[src/rtl/ctrl_unit_pipe.sv]
// Registered RV32IM decode stage: OP/FUN3/FUN7 -> EX/MEM/WB control bundle, sequencing MUL/DIV occupancy.
// Latency: 1 cycle from accept to registered bundle; M ops hold BUSY for L-1 further cycles.
// Backpressure: STALL_IN holds all state; STALL_OUT = STALL_IN | BUSY holds IF/ID; FLUSH overrides everything.
module ctrl_unit_pipe #(
    parameter int MUL_LAT  = 3,
    parameter int DIV_LAT  = 34,
    parameter bit ENABLE_M = 1'b1,
    parameter int CNT_W    = 6
) (
    input  logic       CLK,
    input  logic       RESET,
    input  logic       INSTR_VALID,
    input  logic [6:0] OP,
    input  logic [2:0] FUN3,
    input  logic [6:0] FUN7,
    input  logic       STALL_IN,
    input  logic       FLUSH,
    output logic [4:0] ALU_OP,
    output logic [2:0] MEM_READ,
    output logic [2:0] MEM_WRITE,
    output logic [2:0] IMMI_SEL,
    output logic [1:0] MEM_TO_REG,
    output logic [1:0] ALU_SOURCE,
    output logic       REG_WRITE,
    output logic       BRANCH,
    output logic       PC_SEL,
    output logic       VALID_OUT,
    output logic       ILLEGAL,
    output logic       BUSY,
    output logic       STALL_OUT
);

    typedef struct packed {
        logic [4:0] alu_op;
        logic [2:0] mem_read;
        logic [2:0] mem_write;
        logic [2:0] immi_sel;
        logic [1:0] mem_to_reg;
        logic [1:0] alu_source;
        logic       reg_write;
        logic       branch;
        logic       pc_sel;
        logic       valid;
        logic       illegal;
    } ctrl_t;

    typedef enum logic {ST_IDLE, ST_WAIT} state_t;

    localparam ctrl_t BUBBLE = '0;
    // Counter load values: the issue edge itself is the first of the L cycles.
    localparam logic [CNT_W-1:0] MUL_CNT = CNT_W'(MUL_LAT - 1);
    localparam logic [CNT_W-1:0] DIV_CNT = CNT_W'(DIV_LAT - 1);
    localparam bit MUL_MC = (MUL_LAT > 1);
    localparam bit DIV_MC = (DIV_LAT > 1);

    ctrl_t              ctrl_q, ctrl_d, dec;
    state_t             state_q, state_d;
    logic [CNT_W-1:0]   cnt_q, cnt_d;
    logic               is_m, bad;

    // Pure decode of the incoming instruction; illegal encodings collapse to a marked bubble.
    always_comb begin
        dec       = BUBBLE;
        dec.valid = 1'b1;
        is_m      = 1'b0;
        bad       = 1'b0;
        case (OP)
            7'b0110011: begin
                dec.reg_write = 1'b1;
                case (FUN7)
                    7'b0000000: dec.alu_op = {2'b00, FUN3};
                    7'b0100000: begin
                        if (FUN3 == 3'b000)      dec.alu_op = 5'b10000;
                        else if (FUN3 == 3'b101) dec.alu_op = 5'b10101;
                        else                     bad = 1'b1;
                    end
                    7'b0000001: begin
                        if (ENABLE_M) begin
                            dec.alu_op = {2'b11, FUN3};
                            is_m       = 1'b1;
                        end else begin
                            bad = 1'b1;
                        end
                    end
                    default: bad = 1'b1;
                endcase
            end
            7'b0010011: begin
                dec.alu_source = 2'b01;
                dec.immi_sel   = 3'b001;
                dec.reg_write  = 1'b1;
                dec.alu_op     = {2'b00, FUN3};
                // FUN7 is only an opcode extension for the shift-immediates.
                if (FUN3 == 3'b001 && FUN7 != 7'b0000000) bad = 1'b1;
                if (FUN3 == 3'b101) begin
                    if (FUN7 == 7'b0100000)      dec.alu_op = 5'b10101;
                    else if (FUN7 != 7'b0000000) bad = 1'b1;
                end
            end
            7'b0000011: begin
                if (FUN3 == 3'b011 || FUN3[2:1] == 2'b11) bad = 1'b1;
                dec.mem_read   = {FUN3[2], FUN3[1:0] + 2'd1};
                dec.mem_to_reg = 2'b01;
                dec.alu_source = 2'b01;
                dec.immi_sel   = 3'b001;
                dec.reg_write  = 1'b1;
            end
            7'b0100011: begin
                if (FUN3[2] || FUN3[1:0] == 2'b11) bad = 1'b1;
                dec.mem_write  = {1'b0, FUN3[1:0] + 2'd1};
                dec.alu_source = 2'b01;
                dec.immi_sel   = 3'b010;
            end
            7'b1100011: begin
                if (FUN3[2:1] == 2'b01) bad = 1'b1;
                dec.branch   = 1'b1;
                dec.immi_sel = 3'b011;
            end
            7'b1101111: begin
                dec.pc_sel     = 1'b1;
                dec.mem_to_reg = 2'b10;
                dec.immi_sel   = 3'b101;
                dec.alu_source = 2'b10;
                dec.reg_write  = 1'b1;
            end
            7'b1100111: begin
                if (FUN3 != 3'b000) bad = 1'b1;
                dec.pc_sel     = 1'b1;
                dec.mem_to_reg = 2'b10;
                dec.immi_sel   = 3'b001;
                dec.alu_source = 2'b01;
                dec.reg_write  = 1'b1;
            end
            7'b0110111: begin
                dec.immi_sel   = 3'b100;
                dec.alu_source = 2'b01;
                dec.reg_write  = 1'b1;
            end
            7'b0010111: begin
                dec.immi_sel   = 3'b100;
                dec.alu_source = 2'b10;
                dec.reg_write  = 1'b1;
            end
            default: bad = 1'b1;
        endcase
        if (bad) begin
            dec         = BUBBLE;
            dec.valid   = 1'b1;
            dec.illegal = 1'b1;
            is_m        = 1'b0;
        end
    end

    // Next state: FLUSH > STALL_IN > WAIT countdown > accept.
    always_comb begin
        ctrl_d  = ctrl_q;
        state_d = state_q;
        cnt_d   = cnt_q;
        if (FLUSH) begin
            ctrl_d  = BUBBLE;
            state_d = ST_IDLE;
            cnt_d   = '0;
        end else if (STALL_IN) begin
            // Everything holds, including the countdown.
            ctrl_d = ctrl_q;
        end else if (state_q == ST_WAIT) begin
            cnt_d = cnt_q - CNT_W'(1);
            if (cnt_q == CNT_W'(1)) begin
                ctrl_d  = BUBBLE;
                state_d = ST_IDLE;
            end else begin
                // Keep ALU_OP steering the unit, but nothing downstream may commit twice.
                ctrl_d.valid     = 1'b0;
                ctrl_d.reg_write = 1'b0;
                ctrl_d.mem_read  = 3'b000;
                ctrl_d.mem_write = 3'b000;
            end
        end else if (INSTR_VALID) begin
            ctrl_d = dec;
            if (is_m && (FUN3[2] ? DIV_MC : MUL_MC)) begin
                state_d = ST_WAIT;
                cnt_d   = FUN3[2] ? DIV_CNT : MUL_CNT;
            end
        end else begin
            ctrl_d = BUBBLE;
        end
    end

    // State and bundle registers; reset aborts any op in flight.
    always_ff @(posedge CLK or posedge RESET) begin
        if (RESET) begin
            ctrl_q  <= BUBBLE;
            state_q <= ST_IDLE;
            cnt_q   <= '0;
        end else begin
            ctrl_q  <= ctrl_d;
            state_q <= state_d;
            cnt_q   <= cnt_d;
        end
    end

    assign ALU_OP     = ctrl_q.alu_op;
    assign MEM_READ   = ctrl_q.mem_read;
    assign MEM_WRITE  = ctrl_q.mem_write;
    assign IMMI_SEL   = ctrl_q.immi_sel;
    assign MEM_TO_REG = ctrl_q.mem_to_reg;
    assign ALU_SOURCE = ctrl_q.alu_source;
    assign REG_WRITE  = ctrl_q.reg_write;
    assign BRANCH     = ctrl_q.branch;
    assign PC_SEL     = ctrl_q.pc_sel;
    assign VALID_OUT  = ctrl_q.valid;
    assign ILLEGAL    = ctrl_q.illegal;
    assign BUSY       = (state_q == ST_WAIT);
    assign STALL_OUT  = STALL_IN | BUSY;

endmodule

[config.mk]
export PLATFORM = sky130hd
export DESIGN_NAME = ctrl_unit_pipe
export DESIGN_NICKNAME = d
export VERILOG_FILES = /design/src/rtl/ctrl_unit_pipe.sv
export SDC_FILE = /design/constraint.sdc
export NUM_CORES = 1
export LEC_CHECK = 0
export CAP_MARGIN = 20
export CORE_ASPECT_RATIO = 0.9
export CORE_MARGIN = 10
export CORE_UTILIZATION = 40
export CTS_BUF_LIST = sky130_fd_sc_hd__clkbuf_4
export CTS_CLUSTER_SIZE = 28
export DETAILED_ROUTE_END_ITERATION = 7
export PLACE_DENSITY_LB_ADDON = 0.25
export SETUP_SLACK_MARGIN = 0.05
export SLEW_MARGIN = 40
export SYNTH_ARGS = -nofsm -noshare
export SYNTH_HDL_FRONTEND = slang
export SYNTH_SLANG_ARGS = --single-unit
[constraint.sdc]
create_clock -name CLK -period 3.05 [get_ports CLK]
set_input_delay 0.4575 -clock CLK [delete_from_list [all_inputs] [get_ports CLK]]
set_output_delay 0.4575 -clock CLK [all_outputs]
set_load 0.05 [all_outputs]
## After elaboration in Yosys (flattened, before gate mapping)

Index checks and enable logic that the tools add are counted.

- Output and inout port bits: 25
- Input port bits: 22
- Word-level logic and storage cells: 105
- Register bits after elaboration: 30

- Mux-type cells: 50
- Add/subtract/negate cells: 2
- Reductions and logical operators: 19
- Bitwise gates (word level): 1
- Eq/ne operators: 20

Operators by type and width:

| kind | number |
|---|---|
| $mux 23 | 5 |
| $mux 6 | 6 |
| $eq 7x6->1 const B | 4 |
| $mux 5 | 5 |
| $mux 1 | 23 |
| $eq 7x7->1 const B | 3 |
| $pmux 3 s5 | 1 |
| $pmux 5 s3 | 1 |
| $eq 7x5->1 const B | 2 |
| $pmux 5 s2 | 1 |
| $reduce_bool 3->1 | 3 |
| $pmux 2 s2 | 2 |
| $reduce_or 2->1 | 4 |
| $eq 7x1->1 const B | 1 |
| $eq 7x2->1 const B | 1 |
| $logic_not 7->1 | 1 |
| $mux 7 | 1 |
| $pmux 1 s7 | 1 |
| $reduce_bool 7->1 | 1 |
| $reduce_or 7->1 | 1 |
| $eq 6x1->1 const B | 1 |
| $reduce_or 3->1 | 2 |
| $sub 6x1->6 const B | 1 |
| $reduce_or 5->1 | 1 |
| 17 further kinds | 20 |

## Longest topological paths before layout

- Depth after elaboration: 13
- Depth in mapped cells: 8

## Least setup slack after synthesis

Ideal clock, no wire load.

- Path type: input-to-reg
- Start point: input port FUN3[1]
- End point: register ctrl_q (netlist bit ALU_OP[0])
- Stages on the path: 8
- Library setup time: 0.068 ns
- Arrival: 2.205 ns
- Slack: 0.777 ns
- Cells stage by stage: inv_1 ha_1 and3b_1 o31ai_1 a311oi_1 nor4b_2 buf_6 a32o_1

- Word-level cells in the longest chain between the ends: 12

Ends and longest elaborated chain:

| what | RTL line | source |
|---|---|---|
| start: declaration | 14 | `input logic [2:0] FUN3,` |
| $eq 3x1->1 | 94 | `if (FUN3 == 3'b001 && FUN7 != 7'b0000000) bad = 1'b1;` |
| $logic_and 1x1->1 | 94 |  |
| $mux 1 | 94 |  |
| $mux 1 | 97 | `else if (FUN7 != 7'b0000000) bad = 1'b1;` |
| $mux 1 | 96 | `if (FUN7 == 7'b0100000) dec.alu_op = 5'b10101;` |
| $mux 1 | 95 | `if (FUN3 == 3'b101) begin` |
| $pmux 1 s7 | 67 | `case (OP)` |
| $mux 23 (*) | 146 | `if (bad) begin` |
| $mux 23 (*) | 178 | `end else if (INSTR_VALID) begin` |
| $mux 23 (*) | 166 | `end else if (state_q == ST_WAIT) begin` |
| $mux 23 (*) | 163 | `end else if (STALL_IN) begin` |
| $mux 23 (*) | 159 | `if (FLUSH) begin` |
| end signal: assignment | 196 | `ctrl_q <= ctrl_d;` |
| end: declaration | 56 | `ctrl_t ctrl_q, ctrl_d, dec;` |

Mark *: on every way between the ends. The rest lies on a longest branch, timed or not. The select of a mux whose other input is x is not followed.
A chain may end at the register's enable or synchronous reset.

## Final worst setup path

- Start point: input port FUN7[1]
- End point: register cnt_q[1]

- Word-level cells in the longest chain between the ends: 10

Ends and longest elaborated chain:

| what | RTL line | source |
|---|---|---|
| start: declaration | 15 | `input logic [6:0] FUN7,` |
| $reduce_bool 7->1 | 94, 97 |  |
| $logic_and 1x1->1 | 94 |  |
| $mux 1 | 94 |  |
| $mux 1 | 97 |  |
| $mux 1 | 96 |  |
| $mux 1 | 95 |  |
| $pmux 1 s7 | 67 |  |
| $mux 1 (*) | 146 |  |
| $reduce_bool 3->1 (no line) (*) | -- |  |
| $reduce_and 3->1 (no line) (*) | -- |  |
| end signal: assignment | 198 | `cnt_q <= cnt_d;` |
| end: declaration | 58 | `logic [CNT_W-1:0] cnt_q, cnt_d;` |

Mark *: on every way between the ends. The rest lies on a longest branch, timed or not.

==> impl_metrics.json <==
{
  "status": "finished, final reports clean",
  "powerDensity_nw_per_um2": 289,
  "synth_edf_count": 0,
  "layout_common_cells": "clkdlybuf4s50_1, dfrtp_1, nor2_1, a32o_1, buf_4",
  "ys_warn_count": 0,
  "cts_tree": "built",
  "syn_avg_cell_area_um2": 9.77,
  "worst-setup-path-type": "input pin to flop",
  "wl_per_cell_um": 16.7,
  "final_cells": 287,
  "drive_above_1_share_pct": 11.0,
  "netlist_area_um2": 1760,
  "cp-startpoint": "FUN7[1]",
  "rr_endpoint": "MEM_READ[2]$_DFFE_PP0P_",
  "finalCritPeriodShare_pct": 77.7,
  "cpMaxStageDelayCell": "o41a_1",
  "port_buffers": 45,
  "clk_path_buf_depth": 2,
  "hold_viol": 0,
  "arrival_ns": 2.65,
  "rr_startpoint": "BUSY$_DFFE_PP0P_",
  "tns_ns": 0,
  "clkSlewWorstSetupHoldPaths_ns": 0.15,
  "area_growth_syn_to_layout_pct": 31.8,
  "antenna_found_initial": 0,
  "reg2reg_slack_ns": 1.16,
  "path_common_cell": "or3_1",
  "post-cts-setup-buffers": 0,
  "fp.dieH_um": 82.9,
  "fmax_mhz": 422,
  "cts_hold_buffers": 0,
  "regArea_um2": 701,
  "cp-end-kind": "flop",
  "min_period_ns": 2.37,
  "startpoint_type": "input pin",
  "drv_cap": 0,
  "min_path_type": "input pin to async pin",
  "hpwl_um": 3650,
  "grt_usage_pct": 12.5,
  "grt_pass1_vias": 1566,
  "slew_headroom_pct": 65.0,
  "cp_slowest_stage_delay_ns": 0.56,
  "drv_slew": 0,
  "ctsResizeCount": 0,
  "tightest_slew_ns": 0.523,
  "coreArea_um2": 4160,
  "endpoint": "cnt_q[1]$_DFFE_PP0P_",
  "row_count": 22,
  "drtPass1Iterations": 4,
  "pin_count": 47,
  "layout_commonest_cell": "clkdlybuf4s50_1",
  "cts_max_level": 1,
  "initial_core_util_pct": 42.3,
  "die_w_um": 89.9,
  "p_leak_nw": 0.932,
  "vdd_ir_drop_max_mv": 0.148,
  "worst_skew_pair.late_latency_ns": 0.33,
  "grt_pass1_wl_um": 7960,
  "nets": 255,
  "required_ns": 3.33,
  "cts_buffers": 3,
  "viasPerCell": 5.48,
  "ff2ff_path_depth": 6,
  "drc_errors": 0,
  "synth-seq-cells": 28,
  "ys.flop_type": "dfrtp_1",
  "ys_seq_area_share_pct": 39.9,
  "synth_nets": 207,
  "fin_worst_skew_ns": 0.00552,
  "cts_root_buf": "clkbuf_4",
  "setup_violations": 0,
  "cp_max_fo": 7,
  "antenna_left": 0,
  "wirelength_um": 4790,
  "place.gp.congestion": 0.804,
  "numPlacedInstances": 283,
  "drtIter0Drc": 150,
  "vias": 1574,
  "fillCellCount": 395,
  "synth_cell_types": 51,
  "grt_max_degree": 29,
  "grt.overflow.total": 0,
  "antenna_cells": 0,
  "cp_cell_sequence": "clkdlybuf4s50_1 -> or3_1 -> or3_1 -> o41a_1 -> a211o_1 -> a21oi_2",
  "rsz0062_at_grt": "no",
  "cts_num_sinks": 28,
  "die-area_um2": 7450,
  "async_flop_share_pct": 100,
  "multi_input_area_um2": 945,
  "netlist_instances": 180
}
## per-stage QoR
| step | setup WS [ns] | total power [mW] | hold WS, ns | cell area, um^2 | utilization (%) |
|---|---|---|---|---|---|
| after floorplan | 0.777 | 0.456 | 0.522 | 1760 | - |
| after global placement | 0.351 | 0.516 | 0.481 | 2290 | 55.1 |
| after detailed placement | 0.334 | 0.517 | 0.482 | 2290 | 55.1 |
| after CTS | 0.695 | 0.676 | 0.471 | 2320 | 55.7 |
| after global routing | 0.508 | 0.702 | 0.492 | 2320 | 55.7 |
| final | 0.679 | 0.671 | 0.466 | 2320 | 55.7 |
## state kept, by name, indices dropped and copies added, names as in the netlist
register,cells
IMMI_SEL,3
PC_SEL,1
BRANCH,1
MEM_READ,3
MEM_TO_REG,1
VALID_OUT,1
ALU_SOURCE,2
ILLEGAL,1
MEM_WRITE,2
ALU_OP,5
cnt_q,6
BUSY,1
REG_WRITE,1
## cell type report
class                      count  area share, %
clock buffer                   3          0.972
clock inverter                 1          0.162
inverter                       8           1.30
multi-input combinational    130           40.8
sequential                    28           30.2
tap                           60           3.24
timing repair buffer          57           23.3
## routing by layer
layer | share of wire (%) | vias to the layer above | global-route usage (%) | wire (um)
met5 | 0 | - | 0 | 0
met3 | 6.6 | 5 | 3.42 | 318
li1 | - | 772 | - | -
met4 | 0.88 | 0 | 3.16 | 42
met2 | 42 | 54 | 17.8 | 2040
met1 | 50 | 743 | 17.9 | 2400
## cell usage after synthesis, types with 2 or more instances
cell type | number | area share, %
nor2b_1 | 3 | 1.1
ha_1 | 5 | 3.6
nor3_1 | 8 | 2.3
o21ai_0 | 5 | 1.4
dfrtp_1 | 28 | 40
a32o_1 | 15 | 8.5
clkbuf_1 | 6 | 1.3
nor4_1 | 2 | 0.71
nor2_1 | 16 | 3.4
o21bai_1 | 3 | 1.3
mux2_2 | 3 | 1.9
nand2_1 | 9 | 1.9
inv_1 | 8 | 1.7
a211oi_1 | 4 | 1.7
nand2b_1 | 8 | 2.8
buf_6 | 2 | 1.3
o31ai_1 | 2 | 0.85
a22o_1 | 7 | 3.5
and3b_1 | 2 | 1.0
a21oi_1 | 7 | 2.0
buf_4 | 3 | 1.3
buf_2 | 3 | 0.85
or3_1 | 3 | 1.1
## logic make-up after synthesis
| group | after synthesis | share of synthesized area [%] |
|---|---|---|
| simple gates | 63 | 21.1 |
| flops | 28 | 39.9 |
| fa+ha+maj | 5 | 3.56 |
| mux | 4 | 2.49 |
| other cells | 1 | 0.213 |
| compound gates | 56 | 25.8 |
| xor+xnor | 1 | 0.498 |
| buf+inv | 22 | 6.41 |
## report_power, final
group	switching (mW)	internal, mW
clock network	0.112	0.0482
logic	0.0761	0.0596
registers	0.00132	0.373
## critical path: cells and delay by family
| family | cells | cell delay (ns) |
|---|---|---|
| compound gates | 3 | 1.01 |
| buf+inv | 1 | 0.39 |
| simple gates | 2 | 0.79 |
## worst min path at each step
stage,endpoint,slack [ns],cells after the start
after floorplan,ALU_OP[0]$_DFFE_PP0P_,0.52,1
after global placement,ALU_OP[0]$_DFFE_PP0P_,0.48,1
after detailed placement,MEM_READ[1]$_DFFE_PP0P_,0.48,1
after CTS,BUSY$_DFFE_PP0P_,0.47,3
after global routing,MEM_WRITE[1]$_DFFE_PP0P_,0.49,3
final,MEM_READ[0]$_DFFE_PP0P_,0.47,3
(Power assumes the default switching activity.)
